==> config.mk <==
export PLATFORM = sky130hd
export DESIGN_NAME = fifo_wr_arbiter
export DESIGN_NICKNAME = d
export VERILOG_FILES = /design/src/rtl/fifo_wr_arbiter.sv
export SDC_FILE = /design/constraint.sdc
export NUM_CORES = 1
export LEC_CHECK = 0
export BUFFER_PORTS_ARGS = -buffer_cell sky130_fd_sc_hd__buf_2
export CORE_UTILIZATION = 35
export DETAILED_ROUTE_END_ITERATION = 12
export PLACE_DENSITY = 0.84
export SYNTH_ARGS = -nofsm -noshare
export SYNTH_HDL_FRONTEND = slang
export SYNTH_SLANG_ARGS = --single-unit
==> constraint.sdc <==
create_clock -name wr_clk -period 1.49 [get_ports wr_clk]
set_input_delay 0.149 -clock wr_clk [delete_from_list [all_inputs] [get_ports wr_clk]]
set_output_delay 0.149 -clock wr_clk [all_outputs]
set_load 0.01 [all_outputs]
==> src/rtl/fifo_wr_arbiter.sv <==
// fifo_wr_arbiter: round-robin arbiter giving one of NUM_REQ writers burst ownership of a FIFO write port.
// Latency: write path is combinational from the registered grant; one IDLE arbitration cycle separates bursts.
// Backpressure: fifo_full stalls the owner (req_ready low, no write) and the grant is held until full drops.
// Optional: define FIFO_WR_ARB_STATS_EN to add stat_clr / stat_cnt per-requester accepted-word counters.
module fifo_wr_arbiter #(
  parameter int NUM_REQ    = 4,
  parameter int DATA_WIDTH = 8,
  parameter int MAX_BURST  = 4
) (
  input  logic                          wr_clk,
  input  logic                          wr_rst_n,
  input  logic [NUM_REQ-1:0]            req_valid,
  input  logic [NUM_REQ*DATA_WIDTH-1:0] req_data,
  input  logic [NUM_REQ-1:0]            req_last,
  output logic [NUM_REQ-1:0]            req_ready,
  input  logic                          fifo_full,
  output logic                          fifo_wr_en,
  output logic [DATA_WIDTH-1:0]         fifo_wr_data,
  output logic [$clog2(NUM_REQ)-1:0]    grant_id,
  output logic                          busy
`ifdef FIFO_WR_ARB_STATS_EN
  ,
  input  logic                          stat_clr,
  output logic [NUM_REQ*16-1:0]         stat_cnt
`endif
);

  localparam int GID_W = $clog2(NUM_REQ);
  localparam int CNT_W = $clog2(MAX_BURST) + 1;
  localparam logic [CNT_W-1:0] CNT_LAST = CNT_W'(MAX_BURST - 1);
  localparam logic [GID_W-1:0] GID_MAX  = GID_W'(NUM_REQ - 1);

  typedef enum logic {
    S_IDLE  = 1'b0,
    S_BURST = 1'b1
  } state_t;

  state_t           r_state;
  logic [GID_W-1:0] r_grant_id;
  logic [GID_W-1:0] r_last_owner;
  logic [CNT_W-1:0] r_burst_cnt;

  logic             w_any_valid;
  logic [GID_W-1:0] w_rr_sel;
  logic [GID_W-1:0] w_cand;
  logic             w_own_valid;
  logic             w_own_last;
  logic             w_busy;
  logic             w_xfer;
  logic             w_release;

  assign w_any_valid = |req_valid;
  assign w_busy      = (r_state == S_BURST);

  // Round-robin pick starting after the last owner; scanning from the farthest
  // candidate to the nearest lets the nearest valid requester win without a break.
  always_comb begin
    w_rr_sel = r_last_owner;
    w_cand   = r_last_owner;
    for (int off = NUM_REQ; off >= 1; off--) begin
      w_cand = GID_W'((int'(r_last_owner) + off) % NUM_REQ);
      if (req_valid[w_cand]) begin
        w_rr_sel = w_cand;
      end
    end
  end

  // Owner's valid/last bits and write data muxed by the registered grant.
  always_comb begin
    w_own_valid  = 1'b0;
    w_own_last   = 1'b0;
    fifo_wr_data = req_data[DATA_WIDTH-1:0];
    for (int i = 0; i < NUM_REQ; i++) begin
      if (r_grant_id == GID_W'(i)) begin
        w_own_valid  = req_valid[i];
        w_own_last   = req_last[i];
        fifo_wr_data = req_data[i*DATA_WIDTH +: DATA_WIDTH];
      end
    end
  end

  // Only the owner sees ready, and only while the FIFO has room.
  always_comb begin
    req_ready = '0;
    for (int i = 0; i < NUM_REQ; i++) begin
      req_ready[i] = w_busy && !fifo_full && (r_grant_id == GID_W'(i));
    end
  end

  // A word moves when the owner is valid and the FIFO is not full. The burst ends
  // on a last word, on the final allowed word, or as soon as the owner goes idle;
  // a stalled-but-valid owner keeps its grant.
  assign w_xfer    = w_busy && w_own_valid && !fifo_full;
  assign w_release = w_busy &&
                     (!w_own_valid ||
                      (w_xfer && (w_own_last || (r_burst_cnt == CNT_LAST))));

  assign fifo_wr_en = w_xfer;
  assign grant_id   = r_grant_id;
  assign busy       = w_busy;

  // Two-state arbitration FSM with grant, burst count and round-robin pointer.
  always_ff @(posedge wr_clk or negedge wr_rst_n) begin
    if (!wr_rst_n) begin
      r_state      <= S_IDLE;
      r_grant_id   <= '0;
      r_burst_cnt  <= '0;
      r_last_owner <= GID_MAX;
    end else begin
      case (r_state)
        S_IDLE: begin
          if (w_any_valid) begin
            r_grant_id  <= w_rr_sel;
            r_burst_cnt <= '0;
            r_state     <= S_BURST;
          end
        end
        S_BURST: begin
          if (w_release) begin
            r_state      <= S_IDLE;
            r_last_owner <= r_grant_id;
          end else if (w_xfer) begin
            // The closing word is never counted, so the count tops out at MAX_BURST-1.
            r_burst_cnt <= r_burst_cnt + CNT_W'(1);
          end
        end
        default: begin
          r_state <= S_IDLE;
        end
      endcase
    end
  end

`ifdef FIFO_WR_ARB_STATS_EN
  logic [NUM_REQ*16-1:0] r_stat_cnt;

  // Per-requester accepted-word counters; clear beats a same-cycle increment, and
  // counters stick at all-ones.
  always_ff @(posedge wr_clk or negedge wr_rst_n) begin
    if (!wr_rst_n) begin
      r_stat_cnt <= '0;
    end else begin
      for (int i = 0; i < NUM_REQ; i++) begin
        if (stat_clr) begin
          r_stat_cnt[i*16 +: 16] <= 16'h0000;
        end else if (w_xfer && (r_grant_id == GID_W'(i)) &&
                     (r_stat_cnt[i*16 +: 16] != 16'hFFFF)) begin
          r_stat_cnt[i*16 +: 16] <= r_stat_cnt[i*16 +: 16] + 16'd1;
        end
      end
    end
  end

  assign stat_cnt = r_stat_cnt;
`endif

endmodule

== After elaboration in Yosys (flattened, before gate mapping) ==
Cells that the tools add are included.
Word-level totals
  bits in registers: 8
  input port bits: 43
  output and inout port bits: 16
Operators by class
  $add $sub $neg: 5
  magnitude comparators: 4
  equality and inequality tests: 7
  multiplexer cells: 30
  bitwise gates (word level): 1
  reductions and logical operators: 18
Operators with widths (number)
  8-bit 2-to-1 mux: 3
  1-bit 2-to-1 mux: 14
  2-bit by 3-bit < comparator with 1-bit output (second input constant): 4
  1-bit logical AND: 9
  3-bit 2-to-1 mux: 3
  1-bit binary-select mux with 2-bit select: 4
  2-bit 2-to-1 mux: 4
  3-bit case mux with 2 select lines: 1
  2-bit by 1-bit adder with 2-bit output (second input constant): 2
  2-bit adder (second input constant): 2
  2-bit equality test (second input constant): 2
  2-bit != test (second input constant): 2
  2-bit AND reduction: 2
  4-bit OR reduction: 1
  3-bit by 1-bit adder with 3-bit output (second input constant): 1
  3-bit by 2-bit equality test with 1-bit output (second input constant): 1
  3-bit AND reduction: 1
  2-bit by 1-bit equality test with 1-bit output (second input constant): 1
  1-bit zero test: 2
  2-bit zero test: 1
  1-bit logical OR: 2
  2-bit by 1-bit != test with 1-bit output (second input constant): 1
  1-bit case mux with 2 select lines: 1
  1-bit inverter: 1

== Logic depth before layout (Yosys ltp) ==
  depth in word-level cells: 12
  mapped depth: 6
  depth with buffers taken out: 6

== Worst setup path after synthesis ==
No wires, ideal clock.
  path type: register to register
  start: reg r_grant_id[1] (netlist: grant_id[1])
  end: reg r_last_owner[1]
  library setup time: 0.085 ns
  data arrival time: 1.498 ns
  slack: -0.093 ns
  stages on the path, launching flop included: 6
  clock period less this slack: 1.583 ns
  cell sequence: dfrtp_1 -> buf_6 -> mux4_2 -> nor2_2 -> a21oi_2 -> mux2_1
On the way
  word-level cells in the longest chain between the ends: 11
Ends and longest elaborated chain
  from (decl): RTL line 39  | logic [GID_W-1:0] r_grant_id;
  from (signal assigned): RTL line 113  | r_grant_id <= w_rr_sel;
  2-bit zero test: RTL line 74  | if (r_grant_id == GID_W'(i)) begin
  1-bit 2-to-1 mux (4 in a row): RTL line 74
  1-bit logical AND (2 in a row): RTL line 93  | assign w_xfer = w_busy && w_own_valid && !fifo_full;
  1-bit logical AND: RTL line 96  | (w_xfer && (w_own_last || (r_burst_cnt == CNT_LAST))));
  1-bit logical OR: RTL line 95  | (!w_own_valid ||
  1-bit logical AND: RTL line 94  | assign w_release = w_busy &&
  2-bit AND reduction (no line)
  to (signal assigned): RTL line 121  | r_last_owner <= r_grant_id;
  to (decl): RTL line 40  | logic [GID_W-1:0] r_last_owner;
Parallel ways exist; a longest one is shown, timed or not.
A chain may end at the register's enable or synchronous reset.

== Worst setup path after layout ==
Same ends and word-level chain as after synthesis.

==> reports/summary.md <==
The tools report the endpoint type of the worst setup path as a flop. The area enclosed by the die boundary was 2360 um^2; the share of the synthesized area in the top cell type was 23.7%. The tools report the root buffer selected by CTS as sky130_fd_sc_hd__clkbuf_4. The area growth from synthesis to layout is 70.6%. Leaving out fill and tap cells, the most frequent cells in the layout are sky130_fd_sc_hd__buf_2 (55), sky130_fd_sc_hd__buf_4 (10), sky130_fd_sc_hd__mux4_2 (9).

Before antenna repair, the detailed router went through 4 iterations. The checks that failed: setup timing. Counting I/O delays and the setup requirement, the final critical path takes 1.66 ns.

Power spread over the standard cell area amounts to 1830 nW/um^2. The biggest cell delay along the critical path works out to 0.58 ns. The tools report the flip-flop and latch area as 205 um^2. In the routed design, unresolved DRC markers number 0. After detailed placement, the design holds a cell count of 157.

The number of buffers created by CTS was 3; the worst-margin pin slew was 0.413 ns. After layout, the worst path uses 111% of the clock period. Yosys printed 0 warnings. The mapped netlist covers 761 um^2. Based on the critical path, the design can be clocked at up to 0.602 GHz.

After detailed placement, the total cell area comes to 1120 um^2. The signal on the critical path passes through mux4_2 > buf_6 > nor2_4 > a21oi_2 > mux2_4. The number of standard cells after synthesis was 71; the initial DRC count was 29.

Setup repair after global routing could not meet its margin everywhere. The share of the synthesized area in compound gates (AO/OA/AOI/OAI) is 12.8%, and the fraction of synthesis flops using an asynchronous set or reset pin is 100%. From left edge to right edge, the die measures 48.6 um. The synthesized design contains 0 enable-type register cells. The worst hold path passes through 3 cells.

The wire-length estimate of the detail-placed layout is 1.85 mm. Sorting the synthesized cells by area gives the leading types as sky130_fd_sc_hd__mux4_2 (24%), sky130_fd_sc_hd__dfrtp_1 (20%), sky130_fd_sc_hd__dfstp_2 (6.9%), sky130_fd_sc_hd__mux2i_1 (5.3%), sky130_fd_sc_hd__mux4_1 (3.5%). The H-tree depth is 1, and the required time at the endpoint of the critical path is 1.68 ns. The tools report the area of combinational cells with multiple inputs as 562 um^2.

Measured against its own limit, the worst slew margin works out to 72.2%. For this design the top-level I/O count stands at 59. Largest fanout on the critical path: 3. For the largest buffer count on any clock path, the log shows 2. The max-slew violation count is 0, and the clock skew is 0.00325 ns. Max-cap violations in this run came to 0. The logs give 0.27 ns for the clock latency reported for the late side of the worst-skew pair and 116 for the net count after synthesis.

The repair_antennas step left the layout with diodes totalling 0. The synthesized netlist devotes 0% of its cell area to XOR and XNOR gates. The run finished, with violations left. The cell count along the critical path works out to 5. The count of buffer and inverter cells on the critical path was 1; the cell count of the worst reg-to-reg path was 5.

Via count of the routed design: 912. Summing the areas of all and, or, nand and nor instances in the mapped netlist gives 15.6% of the synthesized area. The finished cells cover 1300 um^2.

The register bit total from synthesis was 8; the clock edge transition at the registers on the reported setup and hold paths was 0.06 ns. The number of antenna violations at the first check in global routing was 0; the total wire length was 2.77 mm. TritonCTS built the clock tree.

The library cell with the largest summed area after synthesis was sky130_fd_sc_hd__mux4_2. The synthesized area divided by synthesized cell count was 10.7 um^2. For this design, the slowest cell found on the critical path is sky130_fd_sc_hd__mux4_2. For the overall overflow remaining after global route, the log shows 0.

For the total number of nets in the final design, the log shows 189. The average wire per cell in the routed design is 16.4 um, and the effective utilization at floorplan is 38.0%. IR analysis of the VDD net gives a maximum drop of 816 uV. Across every metal layer, demand over resource in global routing totals 22.4%. The vertical die dimension is 48.6 um. The number of distinct library cell variants in the gate-level netlist after synthesis came out at 33. STA classifies the critical path startpoint as a flop. The clock net in this run drives a total of 8 sinks. In this run the remaining antenna-violating nets after routing total 0. The total negative slack for setup checks is -1.70 ns, and the mux contribution to synthesized area is 35.4%.

The run gives 3.94 mm as the first-pass GRT wire length. The run gives 26.6% as the portion of the post-synthesis area used by sequential elements. Leaving out fill and tap cells, the most frequent cell in the layout is sky130_fd_sc_hd__buf_2.

The largest family of logic cells by synthesized area is multiplexers. Once layout is complete, the cells apart from fillers number 169. The critical path in this run is classified as flop to flop. Share of post-route cells with drive strength above 1: 73.9%.

The number of global-route vias before repair is 849, and the number of failing setup endpoints in the final timing report is 15. The ratio of routed vias to standard cells was 5.40. The primary flip-flop cell chosen by synthesis mapping was sky130_fd_sc_hd__dfrtp_1. Of the total synthesized cell area, the portion taken by full adders, half adders and majority gates is 3.29%.

The core region area was 2000 um^2; the final weighted congestion of routability-driven global placement was 0.700. The tightest min-delay check is of the primary input to flop type. The number of cell rows was 16; the worst path arrival time was 1.85 ns.

The logs give 144 for the filler cell count and 0 for the number of hold violations in the final report. For the pin count of the biggest net entering global routing, the log shows 13. The cell family contributing the most delay on the critical path is multiplexers.

For this design the static power due to leakage is 0.644 nW. The tools report the final worst slack as -0.171 ns. The number of I/O port buffers came out at 58.
[worst paths after layout]
path,start,end,slack [ns]
max in group asynchronous,wr_rst_n,r_last_owner[1],0.98
max,grant_id[1],r_last_owner[1],-0.17
max reg2reg,grant_id[1],r_last_owner[1],-0.17
min,req_valid[0],busy,0.25
min in group asynchronous,wr_rst_n,grant_id[1],0.27
min reg2reg,r_burst_cnt[2],r_burst_cnt[2],0.56
[where the power goes]
| part | leakage [nW] | switching [W] | internal, W |
|---|---|---|---|
| Combinational | 0.534 | 0.000761 | 0.000979 |
| Sequential | 0.0962 | 0.000122 | 0.000330 |
| Clock | 0.0138 | 0.0000842 | 0.0000929 |
[worst register-to-register path, stage by stage, from the launching register on]
cell                      delay, ns
sky130_fd_sc_hd__dfrtp_1       0.42
sky130_fd_sc_hd__mux4_2        0.58
sky130_fd_sc_hd__buf_6         0.15
sky130_fd_sc_hd__nor2_4        0.07
sky130_fd_sc_hd__a21oi_2       0.06
sky130_fd_sc_hd__mux2_4        0.31
[cell usage after synthesis (all sizes together) (3+ instances only)]
library cell / number
buf: 3
mux2i: 4
nand2: 7
mux4: 9
a21oi: 3
clkbuf: 3
inv: 4
dfrtp: 6
nor2: 5
[stage by stage]
stage	setup WS (ns)	total power, W	hold WS [ns]	util [%]
after floorplan	-0.0931	0.00130	-0.147	-
after global placement	-0.0538	0.00173	-0.00386	55.8
after detailed placement	-0.131	0.00177	0.00609	55.8
after CTS	-0.152	0.00221	0.256	61.8
after global routing	-0.204	0.00250	0.278	64.8
final	-0.171	0.00237	0.251	64.8
[cells by family (layout without fill, tap and decap cells)]
group | Yosys count | count (layout)
AO/OA/AOI/OAI | 13 | 13
AND/OR/NAND/NOR | 23 | 23
multiplexers | 15 | 15
buffers and inverters | 10 | 81
flip-flops | 8 | 8
adder cells (fa/ha/maj) | 2 | 2
[state kept, by name (all words and copies together), names as in the netlist]
signal	cells
r_burst_cnt	3
grant_id	2
r_last_owner	2
busy	1
[metal layers]
| layer | track usage (%) | part of all wire, % |
|---|---|---|
| met1 | 22.1 | 36 |
| met2 | 43.8 | 54 |
| met3 | 5.35 | 6.6 |
| met4 | 8.82 | 2.7 |
| met5 | 0 | 0 |
[cell type report]
| type | instances | share of cell area (%) |
|---|---|---|
| Inverter | 4 | 1.16 |
| Multi-Input combinational cell | 53 | 43.3 |
| Timing Repair Buffer | 74 | 35.4 |
| Tap cell | 27 | 2.60 |
| Sequential cell | 8 | 15.8 |
| Clock buffer | 3 | 1.74 |
[timing repair]
| action | in CTS | in global routing |
|---|---|---|
| gates resized for setup | 17 | 10 |
| hold buffers | 1 | 0 |
| pin swaps | 2 | 1 |
| setup endpoints to repair | 16 | 18 |
| setup buffers | 5 | 3 |
| hold endpoints to repair | 8 | 0 |
(Power assumes the default switching activity.)
